File: config.mk
export PLATFORM = sky130hd
export DESIGN_NAME = vga_plot_arbiter_flat
export DESIGN_NICKNAME = d
export VERILOG_FILES = /design/src/rtl/vga_plot_arbiter_if.sv /design/src/rtl/vga_plot_arbiter.sv /design/src/flat_wrapper.sv
export SDC_FILE = /design/constraint.sdc
export NUM_CORES = 1
export LEC_CHECK = 0
export CELL_PAD_IN_SITES_DETAIL_PLACEMENT = 0
export CELL_PAD_IN_SITES_GLOBAL_PLACEMENT = 1
export CORE_UTILIZATION = 27
export CTS_CLUSTER_SIZE = 24
export DETAILED_ROUTE_END_ITERATION = 16
export MAX_ROUTING_LAYER = met4
export PLACE_DENSITY_LB_ADDON = 0.08
export SETUP_SLACK_MARGIN = 0.2
export SLEW_MARGIN = 15
export SYNTH_ARGS = -nofsm -noshare
export SYNTH_HDL_FRONTEND = slang
export SYNTH_SLANG_ARGS = --single-unit
File: constraint.sdc
create_clock -name Clock -period 2.85 [get_ports Clock]
set_input_delay 0.4275 -clock Clock [delete_from_list [all_inputs] [get_ports Clock]]
set_output_delay 0.4275 -clock Clock [all_outputs]
set_load 0.1 [all_outputs]
File: src/rtl/vga_plot_arbiter_if.sv
// Shared VGA plot-port bundle: drawing engines on the master side, arbiter on the slave side.
interface vga_plot_arbiter_if #(
    parameter int NUM_REQ = 3
);
    logic [NUM_REQ-1:0]   req;
    logic [9*NUM_REQ-1:0] x_in;
    logic [8*NUM_REQ-1:0] y_in;
    logic [6*NUM_REQ-1:0] colour_in;
    logic [NUM_REQ-1:0]   plot_in;
    logic [NUM_REQ-1:0]   grant;
    logic [8:0]           xOut;
    logic [7:0]           yOut;
    logic [5:0]           colourOut;
    logic                 plotOut;
    logic                 busy;

    modport master (
        output req, x_in, y_in, colour_in, plot_in,
        input  grant, xOut, yOut, colourOut, plotOut, busy
    );

    modport slave (
        input  req, x_in, y_in, colour_in, plot_in,
        output grant, xOut, yOut, colourOut, plotOut, busy
    );
endinterface

File: src/rtl/vga_plot_arbiter.sv
// Round-robin owner of the VGA adapter plot port, with an optional per-grant pixel budget
// that hands the port to a waiting engine once the owner has drawn MAX_PIXELS pixels.
module vga_plot_arbiter #(
    parameter int NUM_REQ    = 3,
    parameter int MAX_PIXELS = 0,
    parameter int CNT_W      = 16
) (
    input  logic              Clock,
    input  logic              Resetn,
    vga_plot_arbiter_if.slave io_bus
);
    localparam int IDX_W = $clog2(NUM_REQ);

    typedef enum logic {IDLE, OWN} state_t;

    state_t             r_state;
    logic [NUM_REQ-1:0] r_grant;
    logic [IDX_W-1:0]   r_ptr;
    logic [CNT_W-1:0]   r_cnt;
    logic [8:0]         r_x;
    logic [7:0]         r_y;
    logic [5:0]         r_colour;
    logic               r_plot;
    logic               r_busy;

    logic [8:0]         w_x_arr [NUM_REQ];
    logic [7:0]         w_y_arr [NUM_REQ];
    logic [5:0]         w_c_arr [NUM_REQ];
    logic               w_found;
    logic [IDX_W-1:0]   w_winner;
    logic [IDX_W-1:0]   w_cand;
    logic               w_accept;
    logic               w_others;
    logic               w_preempt;
    logic [CNT_W-1:0]   w_cnt_inc;

    always_comb begin
        for (int i = 0; i < NUM_REQ; i++) begin
            w_x_arr[i] = io_bus.x_in[9*i +: 9];
            w_y_arr[i] = io_bus.y_in[8*i +: 8];
            w_c_arr[i] = io_bus.colour_in[6*i +: 6];
        end
    end

    // Search starts just after the last owner so every engine gets its turn.
    always_comb begin
        // NOTE: every always_comb output gets a default first, otherwise a latch is inferred.
        w_found  = 1'b0;
        w_winner = r_ptr;
        w_cand   = r_ptr;
        for (int k = 1; k <= NUM_REQ; k++) begin
            w_cand = IDX_W'((int'(r_ptr) + k) % NUM_REQ);
            if (!w_found && io_bus.req[w_cand]) begin
                w_found  = 1'b1;
                w_winner = w_cand;
            end
        end
    end

    assign w_accept  = (r_state == OWN) && io_bus.req[r_ptr] && io_bus.plot_in[r_ptr];
    assign w_others  = |(io_bus.req & ~r_grant);
    assign w_cnt_inc = (&r_cnt) ? r_cnt : r_cnt + CNT_W'(1);
    assign w_preempt = (MAX_PIXELS != 0) && w_accept && w_others &&
                       (w_cnt_inc == CNT_W'(MAX_PIXELS));

    always_ff @(posedge Clock or negedge Resetn) begin
        if (!Resetn) begin
            r_state  <= IDLE;
            r_grant  <= '0;
            r_ptr    <= IDX_W'(NUM_REQ - 1);
            r_cnt    <= '0;
            r_x      <= '0;
            r_y      <= '0;
            r_colour <= '0;
            r_plot   <= 1'b0;
            r_busy   <= 1'b0;
        end else begin
            // NOTE: state registers use non-blocking assignment so all updates see pre-edge values.
            r_plot <= 1'b0;
            case (r_state)
                IDLE: begin
                    if (w_found) begin
                        r_grant <= NUM_REQ'(1) << w_winner;
                        r_busy  <= 1'b1;
                        r_ptr   <= w_winner;
                        r_cnt   <= '0;
                        r_state <= OWN;
                    end
                end
                OWN: begin
                    if (!io_bus.req[r_ptr]) begin
                        r_grant <= '0;
                        r_busy  <= 1'b0;
                        r_state <= IDLE;
                    end else if (w_accept) begin
                        r_x      <= w_x_arr[r_ptr];
                        r_y      <= w_y_arr[r_ptr];
                        r_colour <= w_c_arr[r_ptr];
                        r_plot   <= 1'b1;
                        r_cnt    <= w_cnt_inc;
                        // The budget-ending pixel still goes out; the port frees at the same edge.
                        if (w_preempt) begin
                            r_grant <= '0;
                            r_busy  <= 1'b0;
                            r_state <= IDLE;
                        end
                    end
                end
                default: r_state <= IDLE;
            endcase
        end
    end

    assign io_bus.grant     = r_grant;
    assign io_bus.xOut      = r_x;
    assign io_bus.yOut      = r_y;
    assign io_bus.colourOut = r_colour;
    assign io_bus.plotOut   = r_plot;
    assign io_bus.busy      = r_busy;
endmodule

File: src/flat_wrapper.sv
// flat-port wrapper written by rule: the top's interface ports become plain ports
module vga_plot_arbiter_flat 
#(
    parameter int NUM_REQ    = 3,
    parameter int MAX_PIXELS = 0,
    parameter int CNT_W      = 16
)
  (Clock, Resetn, io_bus_req, io_bus_x_in, io_bus_y_in, io_bus_colour_in, io_bus_plot_in, io_bus_grant, io_bus_xOut, io_bus_yOut, io_bus_colourOut, io_bus_plotOut, io_bus_busy);
  vga_plot_arbiter_if #(.NUM_REQ(NUM_REQ)) io_bus_i ();
  input  logic Clock;
  input  logic Resetn;
  input wire logic [$bits(io_bus_i.req)-1:0] io_bus_req;
  input wire logic [$bits(io_bus_i.x_in)-1:0] io_bus_x_in;
  input wire logic [$bits(io_bus_i.y_in)-1:0] io_bus_y_in;
  input wire logic [$bits(io_bus_i.colour_in)-1:0] io_bus_colour_in;
  input wire logic [$bits(io_bus_i.plot_in)-1:0] io_bus_plot_in;
  output wire logic [$bits(io_bus_i.grant)-1:0] io_bus_grant;
  output wire logic [$bits(io_bus_i.xOut)-1:0] io_bus_xOut;
  output wire logic [$bits(io_bus_i.yOut)-1:0] io_bus_yOut;
  output wire logic [$bits(io_bus_i.colourOut)-1:0] io_bus_colourOut;
  output wire logic [$bits(io_bus_i.plotOut)-1:0] io_bus_plotOut;
  output wire logic [$bits(io_bus_i.busy)-1:0] io_bus_busy;
  assign io_bus_i.req = io_bus_req;
  assign io_bus_i.x_in = io_bus_x_in;
  assign io_bus_i.y_in = io_bus_y_in;
  assign io_bus_i.colour_in = io_bus_colour_in;
  assign io_bus_i.plot_in = io_bus_plot_in;
  assign io_bus_grant = io_bus_i.grant;
  assign io_bus_xOut = io_bus_i.xOut;
  assign io_bus_yOut = io_bus_i.yOut;
  assign io_bus_colourOut = io_bus_i.colourOut;
  assign io_bus_plotOut = io_bus_i.plotOut;
  assign io_bus_busy = io_bus_i.busy;
  vga_plot_arbiter #(.NUM_REQ(NUM_REQ), .MAX_PIXELS(MAX_PIXELS), .CNT_W(CNT_W)) u_core (.Clock(Clock), .Resetn(Resetn), .io_bus(io_bus_i));
endmodule
Yosys cells after proc, flatten, opt, wreduce, memory -nomap -nowiden
Index checks and enable logic that the tools add are counted.

Add/subtract/negate cells: 3. Div/mod/pow operators: 3. Magnitude comparators: 5. Equality and inequality tests: 2. Shift operators: 1. Multiplexer cells: 37. Bitwise gates (word level): 2. Reduce and logical (&&, ||, !) cells: 9.

Operator list (count): remainder unit 32 x 3 -> 32 bit, second input constant (3); binary-select mux 9 bit (select 2 bit) (1); two-way mux 9 bit (2); binary-select mux 8 bit (select 2 bit) (1); two-way mux 8 bit (2); two-way mux 1 bit (15); binary-select mux 6 bit (select 2 bit) (1); < comparator 2 x 3 -> 1 bit, second input constant (4); two-way mux 6 bit (2); binary-select mux 1 bit (select 2 bit) (5); adder 2 x 2 -> 3 bit, second input constant (2); two-way mux 2 bit (3); two-way mux 3 bit (2); case mux 3 bit (2 select lines) (1); logical AND 1 bit (4); case mux 1 bit (2 select lines) (2); AND reduction 2 bit (2); adder 2 x 1 -> 3 bit, second input constant (1); greater-or-equal comparator 3 bit, second input constant (1); inverter 2 -> 3 bit (1); AND reduction 3 bit (1); left shift 1 x 2 -> 3 bit, first input constant (1); logical NOT 1 bit (2); != test 2 x 1 -> 1 bit, second input constant (1); 2 further kinds (2).

Register bits after elaboration: 31. Input bits: 77. Output and inout bits: 28. Logic and storage cells: 70.

Logic depth before layout (Yosys ltp)
Depth in word-level cells: 14. Depth in mapped cells: 10. Gate-level depth less buffers: 8.

Worst setup path before layout
Ideal clock, no wire load.

Path type: reg2reg. Start point: register u_core.r_ptr[0]. End point: register u_core.r_grant[0], in the netlist u_core.io_bus.grant[0]. Library setup time: 69 ps. Arrival: 2371 ps. Data required time: 2781 ps. Setup slack: 410 ps. Stages on the path, launching flop included: 10. Buffers on the path: 2. Clock period less this slack: 2440 ps. Cell sequence: dfrtp_1 buf_2 buf_2 inv_1 ha_1 mux2i_4 nor3_2 o32a_1 nor3b_2 a22o_1.

Longest elaborated chain between the ends: 14. Elaborated cells between the ends (all ways): 30. Those cells by class: add/sub (3); div (3); eq/ne (2); shift (1); mux (16); reduce/logical (5).

RTL lines: start: declaration (RTL line vga_plot_arbiter.sv:18) `logic [IDX_W-1:0] r_ptr;`; start signal: assignment (RTL line vga_plot_arbiter.sv:70) `r_ptr <= IDX_W'(NUM_REQ - 1);`; start signal: assignment (RTL line vga_plot_arbiter.sv:85) `r_ptr <= w_winner;`; adder 2 x 1 -> 3 bit (RTL line vga_plot_arbiter.sv:52) `w_cand = IDX_W'((int'(r_ptr) + k) % NUM_REQ);`; remainder unit 32 x 3 -> 32 bit (RTL line vga_plot_arbiter.sv:52); binary-select mux 1 bit (select 2 bit) (RTL line vga_plot_arbiter.sv:53) `if (!w_found && io_bus.req[w_cand]) begin`; two-way mux 1 bit (not written as such) (RTL line vga_plot_arbiter.sv:53); two-way mux 1 bit (RTL line vga_plot_arbiter.sv:53); logical NOT 1 bit (RTL line vga_plot_arbiter.sv:53); logical AND 1 bit (RTL line vga_plot_arbiter.sv:53); two-way mux 1 bit (RTL line vga_plot_arbiter.sv:53); logical NOT 1 bit (RTL line vga_plot_arbiter.sv:53); logical AND 1 bit (RTL line vga_plot_arbiter.sv:53); two-way mux 2 bit (RTL line vga_plot_arbiter.sv:53); left shift 1 x 2 -> 3 bit (RTL line vga_plot_arbiter.sv:83) `r_grant <= NUM_REQ'(1) << w_winner;`; two-way mux 3 bit (RTL line vga_plot_arbiter.sv:82) `if (w_found) begin`; case mux 3 bit (2 select lines) (RTL line vga_plot_arbiter.sv:80) `case (r_state)`; end signal: assignment (RTL line vga_plot_arbiter.sv:83); end: declaration (RTL line vga_plot_arbiter.sv:17) `logic [NUM_REQ-1:0] r_grant;`.

Several ways; a longest one is shown, not always the timed one. The select of a mux whose other input is x is not followed. A chain may end at the register's enable or synchronous reset.

Worst setup path after layout
Start point: register u_core.r_ptr[1]. End point: register u_core.r_grant[0], in the netlist u_core.io_bus.grant[0].

The elaborated chain is that of the path after synthesis.

==> run summary <==
Routability cong. - 0.7645
Cell Pwr Density - 1271 mW/mm2
P_sw - 0.002217 W
Depth of the worst register-to-register path - 8
Overflow after GRT - 0
Rows - 30
Sw frac - 57.94%
Total vias in the final route - 1860
DRT Wirelength - 5307 um
RSZ-0062 raised after global routing - no
IO buf count - 104
DRC Markers - 0
Fin nets - 397
Core area - 0.006756 mm2
Flop2flop setup slack - 0.51 ns
Reg area - 778.2 um2
Post-Syn Area - 0.001876 mm2
Gates resized, CTS repair - 0
Clk slew on worst S/H paths - 0.06 ns
CP max FO - 9
TNS Setup - 0 ns
Vias in the first global route - 1793
Max Clock Skew - 0.0006015 ns
Area contributors post-synth - dfrtp_1, mux2i_1, a21oi_1, nand2_1, o21ai_0
Post-DP HPWL - 3979 um
Sequential power share - 20.1%
Worst R2R End - u_core.io_bus.grant[0]$_DFFE_PN0P_
First-iteration detailed-routing DRC count - 74
Max-cap violations - 0
Synth Register Bits - 31
Initial antenna violation count - 0
Outcome - finished, final reports clean
Worst hold endpoint - u_core.io_bus.colourOut[3]$_DFFE_PN0P_
Primary FF master, synth - dfrtp_1
EDFF count, synth - 0
Clock power share - 8.6%
Final hold vios - 0
Crit Reg-Reg Startpoint - u_core.r_ptr[1]$_DFFE_PN1P_
Share of the synthesized area in the top cell type - 40.03%
Avg Inst Size Synth - 8.805 um2
Tot GR Track Use - 15.58%
Die area - 0.007284 mm2
WP data required - 3.07 ns
CTS tree - done
Min-Delay Startpoint - u_core.io_bus.colourOut[3]$_DFFE_PN0P_
Largest net degree at the start of global routing - 46
DRT antenna net count - 0
Final setup viols - 0
Startpoint Class - flop
CP Data Arrival Time - 2.56 ns
Register area share after synthesis - 41.43%
Clock root buffer - clkbuf_8
Wire per inst - 13.37 um
DP Cell Count - 389
Synth Warn # - 0
DR vias/cell - 4.685
1st-pass router iterations - 4
Die X-Extent - 85.35 um
Final Instance Count excl. Fillers - 397
Maximum vdd drop - 0.6331 mV
Post-synth ARST share - 100.0%
Clock insertion delay at the later pin of the skew report - 0.27 ns
Critical path class - flop to flop
Logic gate share of total power - 71.3%
Antenna cells - 0
Tot Pwr - 0.003826 W
Post-CTS setup buffers - 0
Clock buffer count from CTS - 5
Initial core utilization - 27.76%
Number of fill cells - 702
Hold buffer count at CTS - 0
First-pass GRT wire length - 8694 um
Relative slew slack - 73.18%
Internal Power - 0.001609 W
Slew Limit Fails - 0
# IOs - 105
Area leader, netlist - dfrtp_1
Sink Count - 31
Chip height - 85.35 um
Post-Synthesis Cells - 213
Minimum clock period - 2.342 ns
Leakage - 1.348 nW
Synth cell types - 32
Worst min path class - flop to flop
FMAX - 427.0 MHz
Area growth from synthesis to layout - 60.57%
Layout cell share with drive strength beyond 1 - 15.77%
Cell depth of the worst hold path - 2
Worst-Margin Slew - 0.4024 ns
Area of the multi-input gates - 0.001017 mm2
Syn_nets - 294
Period utilization - 82.16%
H-tree depth - 2
Max Buffers Root-to-Sink - 2
Worst setup EP type - flop
[synthesized netlist by cell type (2+ instances only)]
cell type   n
a21oi_1    24
buf_2       8
clkbuf_1    5
dfrtp_1    30
ha_1        4
inv_1       5
mux2i_1    29
nand2_1    31
nand2b_1    2
nor2_1     24
nor3b_2     2
o21ai_0    22
o21ai_1     7
o2bb2ai_1   2
[cells in the final DEF (no fill, tap or decap), types with 2 or more instances in the layout]
master,synthesis,routed
clkbuf_1,5,2
clkbuf_8,0,5
o2bb2ai_1,2,2
mux2i_1,29,29
dfrtp_1,30,29
nand2b_1,2,2
ha_1,4,4
o21ai_0,22,22
nor2b_2,1,2
nor2_1,24,24
clkdlybuf4s50_1,0,76
buf_4,0,34
nand2_1,31,31
inv_1,5,5
nor3b_2,2,2
a21oi_1,24,24
o21ai_1,7,7
[worst max-delay path, cell delays in order (launching register included)]
cell and delay, ns:
dfstp_2 0.63, inv_1 0.13, ha_1 0.27, mux2i_1 0.18
o22ai_2 0.25, nor3_2 0.07, o32a_1 0.36, nor3b_2 0.22
a22o_1 0.17
[worst max path at each step]
| stage | from | to | slack [ns] | depth (start not counted) |
|---|---|---|---|---|
| after floorplan | u_core.r_ptr[0]$_DFFE_PN0P_ | u_core.io_bus.grant[0]$_DFFE_PN0P_ | 0.41 | 9 |
| after global placement | u_core.r_ptr[1]$_DFFE_PN1P_ | u_core.io_bus.grant[0]$_DFFE_PN0P_ | 0.54 | 8 |
| after detailed placement | u_core.r_ptr[1]$_DFFE_PN1P_ | u_core.io_bus.grant[0]$_DFFE_PN0P_ | 0.55 | 7 |
| after CTS | u_core.r_ptr[1]$_DFFE_PN1P_ | u_core.io_bus.grant[0]$_DFFE_PN0P_ | 0.53 | 8 |
| after global routing | u_core.r_ptr[1]$_DFFE_PN1P_ | u_core.io_bus.grant[0]$_DFFE_PN0P_ | 0.32 | 7 |
| final | u_core.r_ptr[1]$_DFFE_PN1P_ | u_core.io_bus.grant[0]$_DFFE_PN0P_ | 0.51 | 8 |
[flip-flops by register name, summed over array words and instances, names as in the netlist]
signal / flops
u_core.io_bus.yOut: 8
u_core.io_bus.plotOut: 1
u_core.r_ptr: 2
u_core.io_bus.colourOut: 6
u_core.r_state: 1
u_core.io_bus.busy: 1
u_core.io_bus.grant: 3
u_core.io_bus.xOut: 9
[area by class of cell]
type / instances / share of cell area, %
clock buffer: 7 / 2.534
clock inverter: 1 / 0.1662
inverter: 5 / 0.6232
multi-input combinational: 163 / 33.78
sequential: 31 / 25.84
tap: 80 / 3.324
timing repair buffer: 110 / 33.73
[power groups by stage]
stage,clock network (W),logic [W],registers (W)
5_1_grt,0.000367,0.00292,0.000796
3_5_place_dp,0,0.00276,0.000778
6_report,0.000327,0.00273,0.000770
4_1_cts,0.000341,0.00276,0.000773
2_1_floorplan,0,0.00106,0.00183
3_3_place_gp,0,0.00276,0.000773
[per-stage QoR]
stage	hold WS, ns	cell area [um2]	util [%]	setup WS, ns
after floorplan	0.1319	1876	-	0.4099
after global placement	0.4638	2930	43.37	0.5369
after detailed placement	0.4712	2930	43.37	0.5540
after CTS	0.4856	3012	44.57	0.5278
after global routing	0.5061	3012	44.57	0.3225
final	0.4802	3012	44.57	0.5083
[routing by layer]
layer  global-route usage (%)  up-vias  routed length, um
li1                         -      943                  -
met1                    20.43      847               2419
met2                    23.46       66               2424
met3                    4.961        4                432
met4                    3.636        0                 31
met5                        -        -                  0
[cells by family (layout without fill, tap and decap cells)]
logic type	Yosys count	after routing	share of synthesized area, %
simple gates	65	65	15.28
compound gates	64	64	19.21
flops	31	31	41.43
mux	30	30	16.68
buf+inv	19	123	4.737
fa+ha+maj	4	4	2.669
(Power assumes the default switching activity.)
